<file path="config.mk">
export PLATFORM = sky130hd
export DESIGN_NAME = pc_write_unit
export DESIGN_NICKNAME = d
export VERILOG_FILES = /design/src/rtl/pc_write_unit.sv
export SDC_FILE = /design/constraint.sdc
export NUM_CORES = 1
export LEC_CHECK = 0
export BUFFER_PORTS_ARGS = -buffer_cell sky130_fd_sc_hd__buf_2
export CAP_MARGIN = 20
export CORE_MARGIN = 2
export CORE_UTILIZATION = 30
export CTS_CLUSTER_SIZE = 28
export DETAILED_ROUTE_END_ITERATION = 8
export PLACE_DENSITY_LB_ADDON = 0.12
export SYNTH_ARGS = -nofsm -noshare
export SYNTH_HDL_FRONTEND = slang
export SYNTH_SLANG_ARGS = --single-unit
</file>
<file path="constraint.sdc">
create_clock -name clk -period 3.5 [get_ports clk]
set_clock_uncertainty 0.2 [all_clocks]
set_input_delay 0.875 -clock clk [delete_from_list [all_inputs] [get_ports clk]]
set_output_delay 0.875 -clock clk [all_outputs]
set_load 0.1 [all_outputs]
</file>
<file path="src/rtl/pc_write_unit.sv">
// PC register with branch-condition evaluation, jump/branch/sequential arbitration and stall-deferred redirect replay.
// PC updates on the edge after pc_write_2=1; a redirect deferred by stall is replayed on the first non-stall cycle.
module pc_write_unit #(
  parameter int               WIDTH    = 32,
  parameter logic [WIDTH-1:0] RESET_PC = '0,
  parameter int               CNT_W    = 16
) (
  input  logic             clk,
  input  logic             rst_n,
  input  logic             pc_write,
  input  logic             branch,
  input  logic [1:0]       br_type,
  input  logic             alu_zero,
  input  logic             alu_neg,
  input  logic             jump,
  input  logic             stall,
  input  logic [WIDTH-1:0] pc_seq,
  input  logic [WIDTH-1:0] br_target,
  input  logic [WIDTH-1:0] jump_target,
  output logic [WIDTH-1:0] pc,
  output logic             pc_write_2,
  output logic             pend_valid,
  output logic [CNT_W-1:0] taken_cnt,
  output logic [CNT_W-1:0] ntaken_cnt
);

  typedef enum logic {IDLE, PEND} state_t;

  state_t           state;
  logic [WIDTH-1:0] pend_target;
  logic             cond;
  logic             take;
  logic             new_redirect;
  logic [WIDTH-1:0] new_target;
  logic [WIDTH-1:0] next_pc;

  always_comb begin
    cond = 1'b0;
    unique case (br_type)
      2'b00: cond = alu_zero;
      2'b01: cond = !alu_zero;
      2'b10: cond = alu_zero | alu_neg;
      2'b11: cond = !alu_zero & !alu_neg;
    endcase
  end

  assign take         = branch & cond;
  assign new_redirect = jump | take;
  assign new_target   = jump ? jump_target : br_target;

  // A redirect present in the release cycle is newer than the latched one, so it wins.
  always_comb begin
    pc_write_2 = 1'b0;
    next_pc    = pc;
    if (rst_n && !stall) begin
      if (state == PEND) begin
        pc_write_2 = 1'b1;
        next_pc    = new_redirect ? new_target : pend_target;
      end else if (new_redirect) begin
        pc_write_2 = 1'b1;
        next_pc    = new_target;
      end else if (pc_write) begin
        pc_write_2 = 1'b1;
        next_pc    = pc_seq;
      end
    end
  end

  always_ff @(posedge clk) begin
    if (!rst_n) begin
      state       <= IDLE;
      pc          <= RESET_PC;
      pend_valid  <= 1'b0;
      pend_target <= '0;
      taken_cnt   <= '0;
      ntaken_cnt  <= '0;
    end else begin
      if (pc_write_2) pc <= next_pc;

      // A sequential request under stall is dropped; only redirects are latched.
      unique case (state)
        IDLE: begin
          if (stall && new_redirect) begin
            pend_target <= new_target;
            pend_valid  <= 1'b1;
            state       <= PEND;
          end
        end
        PEND: begin
          if (stall) begin
            if (new_redirect) pend_target <= new_target;
          end else begin
            pend_valid <= 1'b0;
            state      <= IDLE;
          end
        end
      endcase

      // Outcome is counted when evaluated, even if the redirect itself is deferred.
      if (branch) begin
        if (cond) begin
          if (taken_cnt != {CNT_W{1'b1}}) taken_cnt <= taken_cnt + 1'b1;
        end else begin
          if (ntaken_cnt != {CNT_W{1'b1}}) ntaken_cnt <= ntaken_cnt + 1'b1;
        end
      end
    end
  end

endmodule

</file>
==> impl_metrics.tcl <==
set metrics [dict create \
    fp.dieH_um 132 \
    synth_cell_types 41 \
    path_depth 5 \
    synth_seq_area_share_pct 39.8 \
    die_x_um 132 \
    cts_tree "yes" \
    hold_path_class "reg -> reg" \
    cts_num_sinks 98 \
    drv_cap 0 \
    grt_max_degree 65 \
    synth_area_mm2 0.00493 \
    cpLargestDelayFamily "compound AO/OA/AOI/OAI gates" \
    start_util_pct 30.8 \
    fp-row-count 46 \
    yosys-top-cells-count "nand2_1 (114), dfxtp_1 (98), nor2_1 (86)" \
    htreeDepth 3 \
    crit_arrival_ps 1930 \
    startpoint "alu_neg" \
    place_ws_ps 487 \
    ant_nets 0 \
    fin_crit_sh_pct 85.8 \
    p_leak_nw 2.84 \
    hpwl_um 9800 \
    r2r-end "taken_cnt[5]" \
    grt_use_met3_pct 5.84 \
    grt_pass1_wl_um 23600 \
    vdd_drop_max_uv 231 \
    synthCells 596 \
    cts_buffers 9 \
    tightestPinTransition_ps 719 \
    synth_top_area_share_pct 39.8 \
    slowest_stage "o41a_2" \
    critPathMaxFanout 3 \
    setup-tns-final_ps 0 \
    finalHoldViolCount 0 \
    drv_slew 0 \
    grt_use_total_pct 16.9 \
    area_growth_syn_to_layout_pct 27.4 \
    relSlewSlack_pct 52.1 \
    routabilityCongestion 0.768 \
    drt_iter0_markers 201 \
    grt_pass1_vias 4573 \
    num-nets-final 851 \
    grt_overflow 0 \
    firstDrtPassIters 7 \
    synth_edf_count 0 \
    worstPathRequired_ps 2420 \
    wl_per_cell_um 15.1 \
    die_area_mm2 0.0175 \
    core_area_mm2 0.0160 \
    critPathBufInv 2 \
    clk_latency_ps 350 \
    cts-root-buf "clkbuf_16" \
    clkTransAtPathRegs_ps 60 \
    status "complete, no violations" \
    cp-start-kind "input port" \
    synth_ff_type "dfxtp_1" \
    critical_path.endpoint "pc_write_2" \
    setup_slack_ps 498 \
    ios 172 \
    synth_nets 704 \
    async_reset_ff_share_pct 0 \
    r2r_start "taken_cnt[0]" \
    io_buffers 171 \
    grt_busiest_layer "met2" \
    grt_util_met2_pct 28.5 \
    ys_ff_latch 98 \
    r2r_setup_slack_ps 1130 \
    criticalPathCategory "in -> out" \
    cp-end-kind "output port" \
    slowest_delay_ps 420 \
    post_cts_buffers 0 \
    min_period_ps 3000 \
    rr_worst_depth 6 \
    antenna_found_initial 4 \
    via_per_inst 4.87 \
    postCtsHoldBufs 0 \
    clk_path_buf_depth 2 \
    yosysMostFrequentCell "nand2_1" \
    path_cells "buf_2 > a21oi_4 > mux2i_2 > o41a_2 > buf_12" \
    use_met1_pct 20.7 \
    drc_errors 0 \
    synth_top_area_cell "dfxtp_1" \
    ys_warn_count 0 \
    synth.avg_cell_area_um2 8.28 \
    drive_gt1_share_pct 27.5 \
    synth_area_leaders "dfxtp_1 (40%), mux2i_1 (14%), nand2_1 (8.7%), nor2_1 (6.5%), a31o_1 (5.5%)" \
    rsz0062_at_grt "false" \
    finalSetupViolations 0 \
    cts_resized 0 \
    routed_wl_um 14600 \
    num_vias 4704 \
    fmax_mhz 333 \
    powerDensity_mw_per_mm2 466 \
]
report_power, final:
part,switching (mW),internal (mW)
logic,0.537,0.194
clock network,0.424,0.539
registers,0.0427,1.19
flip-flops by register name, summed over array words and instances (netlist names):
register,flops
pc,32
pend_target,32
ntaken_cnt,16
taken_cnt,16
pend_valid,1
state,1
through the flow:
stage | area [µm²] | util [%] | hold slack (ps) | power, mW | instances
2_1_floorplan | 4940 | - | 246 | 1.81 | 596
3_3_place_gp | 6000 | 37.5 | 263 | 1.99 | 948
3_5_place_dp | 6000 | 37.5 | 288 | 2.00 | 948
4_1_cts | 6280 | 39.3 | 297 | 2.98 | 964
5_1_grt | 6280 | 39.3 | 317 | 3.08 | 964
6_report | 6280 | 39.3 | 286 | 2.93 | 965
layout by cell type (no fill, tap or decap), types with 4 or more instances in the layout:
master,instances
a211oi_1,31
a21oi_1,8
a31o_1,31
and3_1,7
buf_2,170
buf_4,7
clkbuf_16,9
dfxtp_1,97
inv_1,7
mux2i_1,68
nand2_1,114
nand2b_1,5
nand3_1,11
nand4_1,15
nor2_1,85
nor3_1,4
o211ai_1,7
o21ai_0,7
or3_1,5
xnor2_1,4
xor2_1,14
cells by family (layout without fill, tap and decap cells):
| group | count (synthesis) | after routing | share of synthesized area, % |
|---|---|---|---|
| adders and majority gates | 2 | 2 | 0.507 |
| AOI/OAI and AO/OA | 97 | 97 | 15.1 |
| and+or+nand+nor | 259 | 259 | 22.9 |
| other | 0 | 1 | 0 |
| buffers and inverters | 52 | 204 | 4.16 |
| DFF | 98 | 98 | 39.8 |
| muxes | 69 | 69 | 14.1 |
| xor gates and xnor gates | 19 | 19 | 3.53 |
layer usage:
metal  part of all wire (%)  routed length, µm
met1                     44               6440
met2                     48               7020
met3                    6.8                993
met4                   0.74                108
met5                   0.16                 23
tightest hold or removal path, delay by kind of cell, from the launching register on:
| family | cells | cell delay, ps |
|---|---|---|
| flops | 1 | 310 |
| compound gates | 2 | 130 |
how the worst min path moves through the flow:
stage                     from               to  slack [ps]  depth (start not counted)
2_1_floorplan  pend_target[30]  pend_target[30]         250                          2
3_3_place_gp   pend_target[30]  pend_target[30]         260                          2
3_5_place_dp        pend_valid       pend_valid         290                          2
4_1_cts             pend_valid       pend_valid         300                          2
5_1_grt         pend_target[2]   pend_target[2]         320                          2
6_report            pend_valid       pend_valid         290                          2
layout make-up:
cell class	count	area, µm²
diodes	1	2.50
clock buffers	14	274
clock inverters	2	10.0
fillers	1703	9720
inverters	8	30.0
multi-input cells	446	2770
flip-flops and latches	98	1960
well taps	216	270
repair buffers	180	963
Power figures use the tool's default switching activity.
